## config.mk

```make
export PLATFORM = sky130hd
export DESIGN_NAME = instruction_fetch_stage_flat
export DESIGN_NICKNAME = d
export VERILOG_FILES = /design/src/rtl/instruction_fetch_stage_if.sv /design/src/rtl/instruction_fetch_stage.sv /design/src/flat_wrapper.sv
export SDC_FILE = /design/constraint.sdc
export NUM_CORES = 1
export LEC_CHECK = 0
export BUFFER_PORTS_ARGS = -buffer_cell sky130_fd_sc_hd__buf_2
export CORE_ASPECT_RATIO = 1.4
export CORE_UTILIZATION = 25
export DETAILED_ROUTE_END_ITERATION = 7
export SETUP_SLACK_MARGIN = 0.02
export SYNTH_ARGS = -nofsm -noshare
export SYNTH_HDL_FRONTEND = slang
export SYNTH_SLANG_ARGS = --single-unit
```

## constraint.sdc

```tcl
create_clock -name clk -period 3.53 [get_ports clk]
set_input_delay 0.1765 -clock clk [delete_from_list [all_inputs] [get_ports clk]]
set_output_delay 0.1765 -clock clk [all_outputs]
set_load 0.005 [all_outputs]
```

## src/rtl/instruction_fetch_stage_if.sv

```systemverilog
// instruction_fetch_stage_if: fetch-stage bus bundle (hazard/redirect controls, program-memory word, IF/ID outputs)
//   master: environment side (hazard unit, ID stage, program memory, decode consumer)
//   slave : the fetch stage itself
interface instruction_fetch_stage_if #(
  parameter int DATA_WIDTH = 32
);
  logic                  Stall;
  logic                  Flush;
  logic                  BranchTaken;
  logic [DATA_WIDTH-1:0] BranchTarget;
  logic                  Jump;
  logic [DATA_WIDTH-1:0] JumpTarget;
  logic [DATA_WIDTH-1:0] Instruction;
  logic [DATA_WIDTH-1:0] PC;
  logic [DATA_WIDTH-1:0] IF_ID_Instruction;
  logic [DATA_WIDTH-1:0] IF_ID_PCPlus4;
  logic                  IF_ID_Valid;
  logic [31:0]           FetchCount;
  modport master (
    output Stall, Flush, BranchTaken, BranchTarget, Jump, JumpTarget, Instruction,
    input  PC, IF_ID_Instruction, IF_ID_PCPlus4, IF_ID_Valid, FetchCount
  );
  modport slave (
    input  Stall, Flush, BranchTaken, BranchTarget, Jump, JumpTarget, Instruction,
    output PC, IF_ID_Instruction, IF_ID_PCPlus4, IF_ID_Valid, FetchCount
  );
endinterface

```

## src/rtl/instruction_fetch_stage.sv

```systemverilog
// instruction_fetch_stage: MIPS IF stage owning the PC and the IF/ID pipeline register
//   clk   : rising-edge clock
//   reset : asynchronous active-high reset
//   bus   : slave side of instruction_fetch_stage_if (controls, ROM word in; PC, IF/ID, FetchCount out)
module instruction_fetch_stage #(
  parameter int                    DATA_WIDTH = 32,
  parameter logic [DATA_WIDTH-1:0] RESET_PC   = 32'h0040_0000,
  parameter logic [DATA_WIDTH-1:0] NOP_WORD   = 32'h0000_0000
) (
  input logic                         clk,
  input logic                         reset,
  instruction_fetch_stage_if.slave    bus
);
  logic [DATA_WIDTH-1:0] pc_q, pc_d;
  logic [DATA_WIDTH-1:0] instr_q, instr_d;
  logic [DATA_WIDTH-1:0] pcp4_q, pcp4_d;
  logic                  valid_q, valid_d;
  logic [31:0]           count_q, count_d;
  logic [DATA_WIDTH-1:0] pc_plus4, jump_tgt, branch_tgt;
  logic                  redirect, bubble, write_valid;
  always_comb begin
    pc_plus4    = pc_q + DATA_WIDTH'(4);
    jump_tgt    = {bus.JumpTarget[DATA_WIDTH-1:2], 2'b00};
    branch_tgt  = {bus.BranchTarget[DATA_WIDTH-1:2], 2'b00};
    redirect    = (bus.Jump | bus.BranchTaken) & ~bus.Stall;
    // wrong-path word at the old PC is squashed: no delay slot
    bubble      = bus.Flush | redirect;
    write_valid = ~bubble & ~bus.Stall;
    pc_d        = bus.Stall ? pc_q : bus.Jump ? jump_tgt : bus.BranchTaken ? branch_tgt : pc_plus4;
    instr_d     = bubble ? NOP_WORD : bus.Stall ? instr_q : bus.Instruction;
    pcp4_d      = bubble ? '0 : bus.Stall ? pcp4_q : pc_plus4;
    valid_d     = bubble ? 1'b0 : bus.Stall ? valid_q : 1'b1;
    count_d     = count_q + {31'b0, write_valid};
  end
  always_ff @(posedge clk or posedge reset)
    if (reset) begin
      pc_q    <= RESET_PC;
      instr_q <= NOP_WORD;
      pcp4_q  <= '0;
      valid_q <= 1'b0;
      count_q <= '0;
    end else begin
      pc_q    <= pc_d;
      instr_q <= instr_d;
      pcp4_q  <= pcp4_d;
      valid_q <= valid_d;
      count_q <= count_d;
    end
  assign bus.PC                = pc_q;
  assign bus.IF_ID_Instruction = instr_q;
  assign bus.IF_ID_PCPlus4     = pcp4_q;
  assign bus.IF_ID_Valid       = valid_q;
  assign bus.FetchCount        = count_q;
endmodule

```

## src/flat_wrapper.sv

```systemverilog
// flat-port wrapper written by rule: the top's interface ports become plain ports
module instruction_fetch_stage_flat 
#(
  parameter int                    DATA_WIDTH = 32,
  parameter logic [DATA_WIDTH-1:0] RESET_PC   = 32'h0040_0000,
  parameter logic [DATA_WIDTH-1:0] NOP_WORD   = 32'h0000_0000
)
  (clk, reset, bus_Stall, bus_Flush, bus_BranchTaken, bus_BranchTarget, bus_Jump, bus_JumpTarget, bus_Instruction, bus_PC, bus_IF_ID_Instruction, bus_IF_ID_PCPlus4, bus_IF_ID_Valid, bus_FetchCount);
  instruction_fetch_stage_if #(.DATA_WIDTH(DATA_WIDTH)) bus_i ();
  input logic clk;
  input logic reset;
  input wire logic [$bits(bus_i.Stall)-1:0] bus_Stall;
  input wire logic [$bits(bus_i.Flush)-1:0] bus_Flush;
  input wire logic [$bits(bus_i.BranchTaken)-1:0] bus_BranchTaken;
  input wire logic [$bits(bus_i.BranchTarget)-1:0] bus_BranchTarget;
  input wire logic [$bits(bus_i.Jump)-1:0] bus_Jump;
  input wire logic [$bits(bus_i.JumpTarget)-1:0] bus_JumpTarget;
  input wire logic [$bits(bus_i.Instruction)-1:0] bus_Instruction;
  output wire logic [$bits(bus_i.PC)-1:0] bus_PC;
  output wire logic [$bits(bus_i.IF_ID_Instruction)-1:0] bus_IF_ID_Instruction;
  output wire logic [$bits(bus_i.IF_ID_PCPlus4)-1:0] bus_IF_ID_PCPlus4;
  output wire logic [$bits(bus_i.IF_ID_Valid)-1:0] bus_IF_ID_Valid;
  output wire logic [$bits(bus_i.FetchCount)-1:0] bus_FetchCount;
  assign bus_i.Stall = bus_Stall;
  assign bus_i.Flush = bus_Flush;
  assign bus_i.BranchTaken = bus_BranchTaken;
  assign bus_i.BranchTarget = bus_BranchTarget;
  assign bus_i.Jump = bus_Jump;
  assign bus_i.JumpTarget = bus_JumpTarget;
  assign bus_i.Instruction = bus_Instruction;
  assign bus_PC = bus_i.PC;
  assign bus_IF_ID_Instruction = bus_i.IF_ID_Instruction;
  assign bus_IF_ID_PCPlus4 = bus_i.IF_ID_PCPlus4;
  assign bus_IF_ID_Valid = bus_i.IF_ID_Valid;
  assign bus_FetchCount = bus_i.FetchCount;
  instruction_fetch_stage #(.DATA_WIDTH(DATA_WIDTH), .RESET_PC(RESET_PC), .NOP_WORD(NOP_WORD)) u_core (.clk(clk), .reset(reset), .bus(bus_i));
endmodule
```

Yosys cells after proc, flatten, opt, wreduce, memory -nomap -nowiden
Index checks and enable logic that the tools add are counted.
- add/subtract/negate cells: 2
- eq/ne operators: 1
- multiplexer cells: 8
- bitwise logic cells: 6
- operators with widths (cell ; count):
    $mux W32 ; 6
    $add A32 B1 Y32 ; 1
    $add A32 B3 Y32 const B ; 1
    $and A1 B1 Y1 ; 2
    $mux W1 ; 2
    $ne A2 B1 Y1 const B ; 1
    $not A1 Y1 ; 2
    $or A1 B1 Y1 ; 2
- register bits after elaboration: 129
- input port bits: 102

Logic depth before layout (Yosys ltp)
- depth after elaboration: 6
- gate-level depth with buffers: 12

Least setup slack after synthesis
OpenSTA, ideal clock, no wires.
- kind: input to register
- from: input port bus_Jump
- to: register u_core.count_q[26], in the netlist u_core.bus.FetchCount[26]
- data arrival time: 2.765 ns
- data required time: 3.406 ns
- slack: 0.641 ns
- stages on the path: 12
- buffers on the path: 3
- cells stage by stage: clkbuf_1 -> or2_2 -> or3_1 -> clkbuf_1 -> clkinv_1 -> clkbuf_1 -> ha_1 -> ha_1 -> nand2_1 -> nor4_1 -> nand3_1 -> xnor2_1
- longest elaborated chain between the ends: 6
- ends and longest elaborated chain (item ; RTL line ; source):
    from (decl) ; flat_wrapper.sv:16 ; input wire logic [$bits(bus_i.Jump)-1:0] bus_Jump;
    $or A1 B1 Y1 ; instruction_fetch_stage.sv:25 ; redirect = (bus.Jump | bus.BranchTaken) & ~bus.Stall;
    $and A1 B1 Y1 ; instruction_fetch_stage.sv:25 ;
    $or A1 B1 Y1 ; instruction_fetch_stage.sv:27 ; bubble = bus.Flush | redirect;
    $not A1 Y1 ; instruction_fetch_stage.sv:28 ; write_valid = ~bubble & ~bus.Stall;
    $and A1 B1 Y1 ; instruction_fetch_stage.sv:28 ;
    $add A32 B1 Y32 ; instruction_fetch_stage.sv:33 ; count_d = count_q + {31'b0, write_valid};
    net u_core.count_d[26] ; instruction_fetch_stage.sv:18 ; logic [31:0] count_q, count_d;
    to (signal assigned) ; instruction_fetch_stage.sv:47 ; count_q <= count_d;
    to (decl) ; instruction_fetch_stage.sv:18 ;
The timed path passes the listed nets, and every way through them passes these cells.
A chain may end at the register's enable or synchronous reset.

Worst setup path in the final report
- from: register u_core.pc_q[2], in the netlist u_core.bus.PC[2]
- to: register u_core.pc_q[22], in the netlist u_core.bus.PC[22]
- longest elaborated chain between the ends: 3
- ends and longest elaborated chain (item ; RTL line ; source):
    from (decl) ; instruction_fetch_stage.sv:14 ; logic [DATA_WIDTH-1:0] pc_q, pc_d;
    from (signal assigned) ; instruction_fetch_stage.sv:43 ; pc_q <= pc_d;
    $add A32 B3 Y32 ; instruction_fetch_stage.sv:22 ; pc_plus4 = pc_q + DATA_WIDTH'(4);
    $mux W32 (2 in series) ; instruction_fetch_stage.sv:29 ; pc_d = bus.Stall ? pc_q : bus.Jump ? jump_tgt : bus.BranchTaken ? branch_tgt : pc_plus4;
No other way between the ends.

==> summary.txt <==
Outcome
  – Run status: complete, no violations

Global routing
  – GRT Residual Overflow: 0
  – Largest net degree at the start of global routing: 61
  – All-layer global routing usage: 16.2%
  – Number of global-route vias before repair: ~5.5k
  – Initial antenna violation count: 0
  – Global-route wire length before repair: 30400 µm

Timing
  – Worst Slack Setup Final: around 1.1 ns
  – Max-slew violation count: 0
  – Achievable Freq: 415 MHz
  – Final hold violation count: 0
  – Worst max-slew margin expressed relative to the limit: 23.3%
  – Setup Viol. Count Final: 0
  – Worst Max-Slew Pin Slew: about 1.1 ns
  – Setup repair after global routing missed its margin: false
  – Tmin final: 2.41 ns
  – Final worst clock skew: about 0.0080 ns
  – Final period utilization: 68.2%
  – Worst-case hold slack: 0.0187 ns
  – Total negative slack: 0 ns

Final layout
  – Antenna diode count: 0
  – Synth-to-Final Area Change: 40.5%
  – Net count reported at finish: roughly 940
  – Final design instance area without fill: 8390 µm²
  – Share of post-route cells with drive strength above 1: 33.2%

Synthesis
  – Seq/Total Area, Yosys: 52.8%
  – Synth Instances: 579
  – Top post-synthesis cells by area: dfrtp_1 52%, xnor2_1 6.9%, a22o_1 6.3%, o21ai_0 3.4%, nand2_1 3.0%
  – Count of state elements after synthesis: ~130
  – Count of cell types in the netlist: 43
  – Cell area after synthesis: about 6000 µm²
  – Count of warnings emitted by yosys: 0
  – Largest area contributor in the netlist: dfrtp_1
  – Mapped Avg Cell Area: about 10 µm²
  – Area share of the largest cell type after synthesis: 52.3%
  – Post-synthesis async set-or-reset flop share: 100%
  – Number of enable flip-flop cells after synthesis: 0
  – Most instantiated flip-flop cell in the synthesis netlist: dfrtp_1

Clocking
  – Clock tree from TritonCTS: done
  – Clock Sinks: about 130
  – Clock-pin slew reported for the worst setup and hold paths after clock tree synthesis: 0.06 ns
  – Max H-tree Level: 4
  – TritonCTS Buffers: 17
  – Number of buffers between clock root and the deepest sink: 2
  – Clock Tree Root: clkbuf_16
  – Setup Buffers After CTS: 0
  – Clock network latency to the later pin of the worst-skew pair: between 0.4 and 0.5 ns
  – Number of hold buffers added after CTS: 35
  – Quantity of gates resized following cts: 0

Setup path
  – Largest fanout on the critical path: 7
  – Reg2Reg Setup Slack: 1.12 ns
  – End of the worst register-to-register path: u_core.bus.PC[22]
  – Cells along the critical path: ha_1, nand3_1, nor4_2, nand3_1, o31a_1, o22ai_1
  – Arrival time of the worst setup path: ~2.8 ns
  – Capturing element type of the critical path: register
  – Worst reg2reg startpoint: u_core.bus.PC[2]
  – CP dominant cell by count: nand3_1
  – Required time at the endpoint of the critical path: 3.87 ns
  – Count of buffering cells on the critical path with inverters included: 0
  – R2R depth: 6
  – Delay of the slowest cell on the worst path: 0.56 ns
  – Largest delay share family, worst path: simple AND/OR/NAND/NOR gates
  – Cell count along the critical path: 6
  – Origin of the worst setup path: u_core.bus.PC[2]
  – End of the critical path: u_core.bus.PC[22]
  – Worst Setup Path Type: register to register
  – CP Launch Type: register
  – Standard cell with the maximum stage delay on the critical path: nor4_2

Placed design
  – Post-placement worst setup slack: 0.945 ns
  – Detailed-placement wirelength estimate: between 10000 and 15000 µm
  – Placer Congestion: 0.785
  – Total of buffers placed on input and output ports: 224
  – Post-detailed-placement cell area: 7440 µm²

Floorplanning
  – # rows: 66
  – Starting utilization of the core area: 25.6%
  – Area inside the core boundary: around 23000 µm²
  – Die outline height: 185 µm
  – Die Footprint: 24500 µm²
  – Die width: 133 µm
  – Number of I/O pins: 231

Flow run
  – Number of maximum-capacitance constraint violations: 0

Power
  – Standby leakage power: 4.12 nW
  – Peak supply drop: approximately 0.32 mV
  – Pwr Density: 467 nW/µm²

Drt
  – Routed wire length per instance: 16.9 µm
  – Total vias in the final route: 5503
  – # DRC: 0
  – Detailed Routing Iterations Pass 1: 5
  – Per-cell via count in the routed design: 4.79
  – Detail Route Antenna Nets: 0
  – Count of routing violations after the opening detailed-route iteration: 288
  – Final wirelength: about 19000 µm

Min path
  – Kind of path behind the tightest hold check: primary input to register
worst min-delay path, stage by stage:
cell	delay, ns
buf_2	0.09
a22oi_1	0.05
o21ai_0	0.07
stage by stage:
step	instances	utilization [%]	power, mW
2_1_floorplan	580	-	1.89
3_3_place_gp	1083	31.9	2.12
3_5_place_dp	1083	31.9	2.13
4_1_cts	1150	35.9	3.96
5_1_grt	1150	35.9	4.09
6_report	1150	35.9	3.92
power breakdown:
part           internal [mW]  total (mW)  switching, mW
Clock                   1.11        1.79          0.678
Combinational          0.232       0.481          0.250
Sequential              1.53        1.65          0.122
synthesized netlist by cell type (13+ instances only):
master and count:
dfrtp_1 125, nand2_1 47, xnor2_1 47, a22o_1 43, o21ai_0 41, clkbuf_1 35, nand3_1 28, a21oi_1 25
nor2_1 25, nand4_1 23, a22oi_1 18, inv_1 18, o31a_1 13
placed cells by master, fill, tap and decap left out, types with 3 or more instances in the layout:
| cell | count |
|---|---|
| nor4_1 | 6 |
| o21ai_0 | 41 |
| nand3_1 | 28 |
| a222oi_1 | 3 |
| clkinv_2 | 4 |
| nor3_1 | 6 |
| clkbuf_16 | 17 |
| dfrtp_1 | 125 |
| and4_1 | 3 |
| o31a_1 | 13 |
| buf_2 | 224 |
| ha_1 | 3 |
| nand4_1 | 23 |
| clkinvlp_4 | 3 |
| xor2_1 | 10 |
| a21oi_1 | 25 |
| a22o_1 | 43 |
| inv_1 | 17 |
| mux2i_1 | 7 |
| dlygate4sd3_1 | 35 |
| and3_1 | 7 |
| a22oi_1 | 18 |
| bufinv_16 | 3 |
| and2_1 | 3 |
| clkinv_4 | 4 |
| xnor2_1 | 47 |
| nor2_1 | 25 |
| nor2b_1 | 4 |
| o22ai_1 | 11 |
| nand2_1 | 47 |
| buf_4 | 13 |
sequential cells by signal (all words and copies together), names as in the netlist:
name and count:
u_core.bus.PC 30, u_core.bus.FetchCount 32, u_core.bus.IF_ID_Instruction 32, u_core.bus.IF_ID_PCPlus4 31
u_core.bus.IF_ID_Valid 1
per-layer routing:
metal	part of all wire [%]	GRT usage [%]	vias to the layer above
met3	6.0	3.50	26
met2	52	29.2	211
met1	40	18.4	2656
met5	0	0	-
li1	-	-	2610
met4	2.1	6.67	0
logic make-up after synthesis:
family                     count (synthesis)  share of synthesized area [%]
adders and majority gates                  3                          0.628
AOI/OAI and AO/OA                        162                           18.6
other                                      1                         0.0628
buffers and inverters                     60                           4.00
muxes                                      8                           1.36
DFF                                      126                           52.8
and+or+nand+nor                          162                           14.2
xor gates and xnor gates                  57                           8.35
how the worst min path moves through the flow:
stage | slack [ns] | endpoint | cells after the start | start
6_report | 0.02 | u_core.bus.PC[7] | 3 | bus_JumpTarget[7]
5_1_grt | 0.007 | u_core.bus.PC[7] | 3 | bus_JumpTarget[7]
4_1_cts | 0.005 | u_core.bus.PC[7] | 3 | bus_JumpTarget[7]
3_5_place_dp | 0.40 | u_core.bus.IF_ID_Instruction[21] | 2 | bus_Instruction[21]
3_3_place_gp | 0.40 | u_core.bus.IF_ID_Instruction[15] | 2 | bus_Instruction[15]
2_1_floorplan | 0.31 | u_core.bus.IF_ID_Instruction[0] | 1 | bus_Instruction[0]
cell type report:
cell class | count | area (µm²)
clock inverters | 14 | 169
repair buffers | 273 | 1590
fillers | 2291 | 15000
multi-input cells | 394 | 2590
clock buffers | 18 | 429
flip-flops and latches | 126 | 3150
well taps | 306 | 383
inverters | 19 | 75.1
Note: power is estimated with default switching activity, not from simulation.
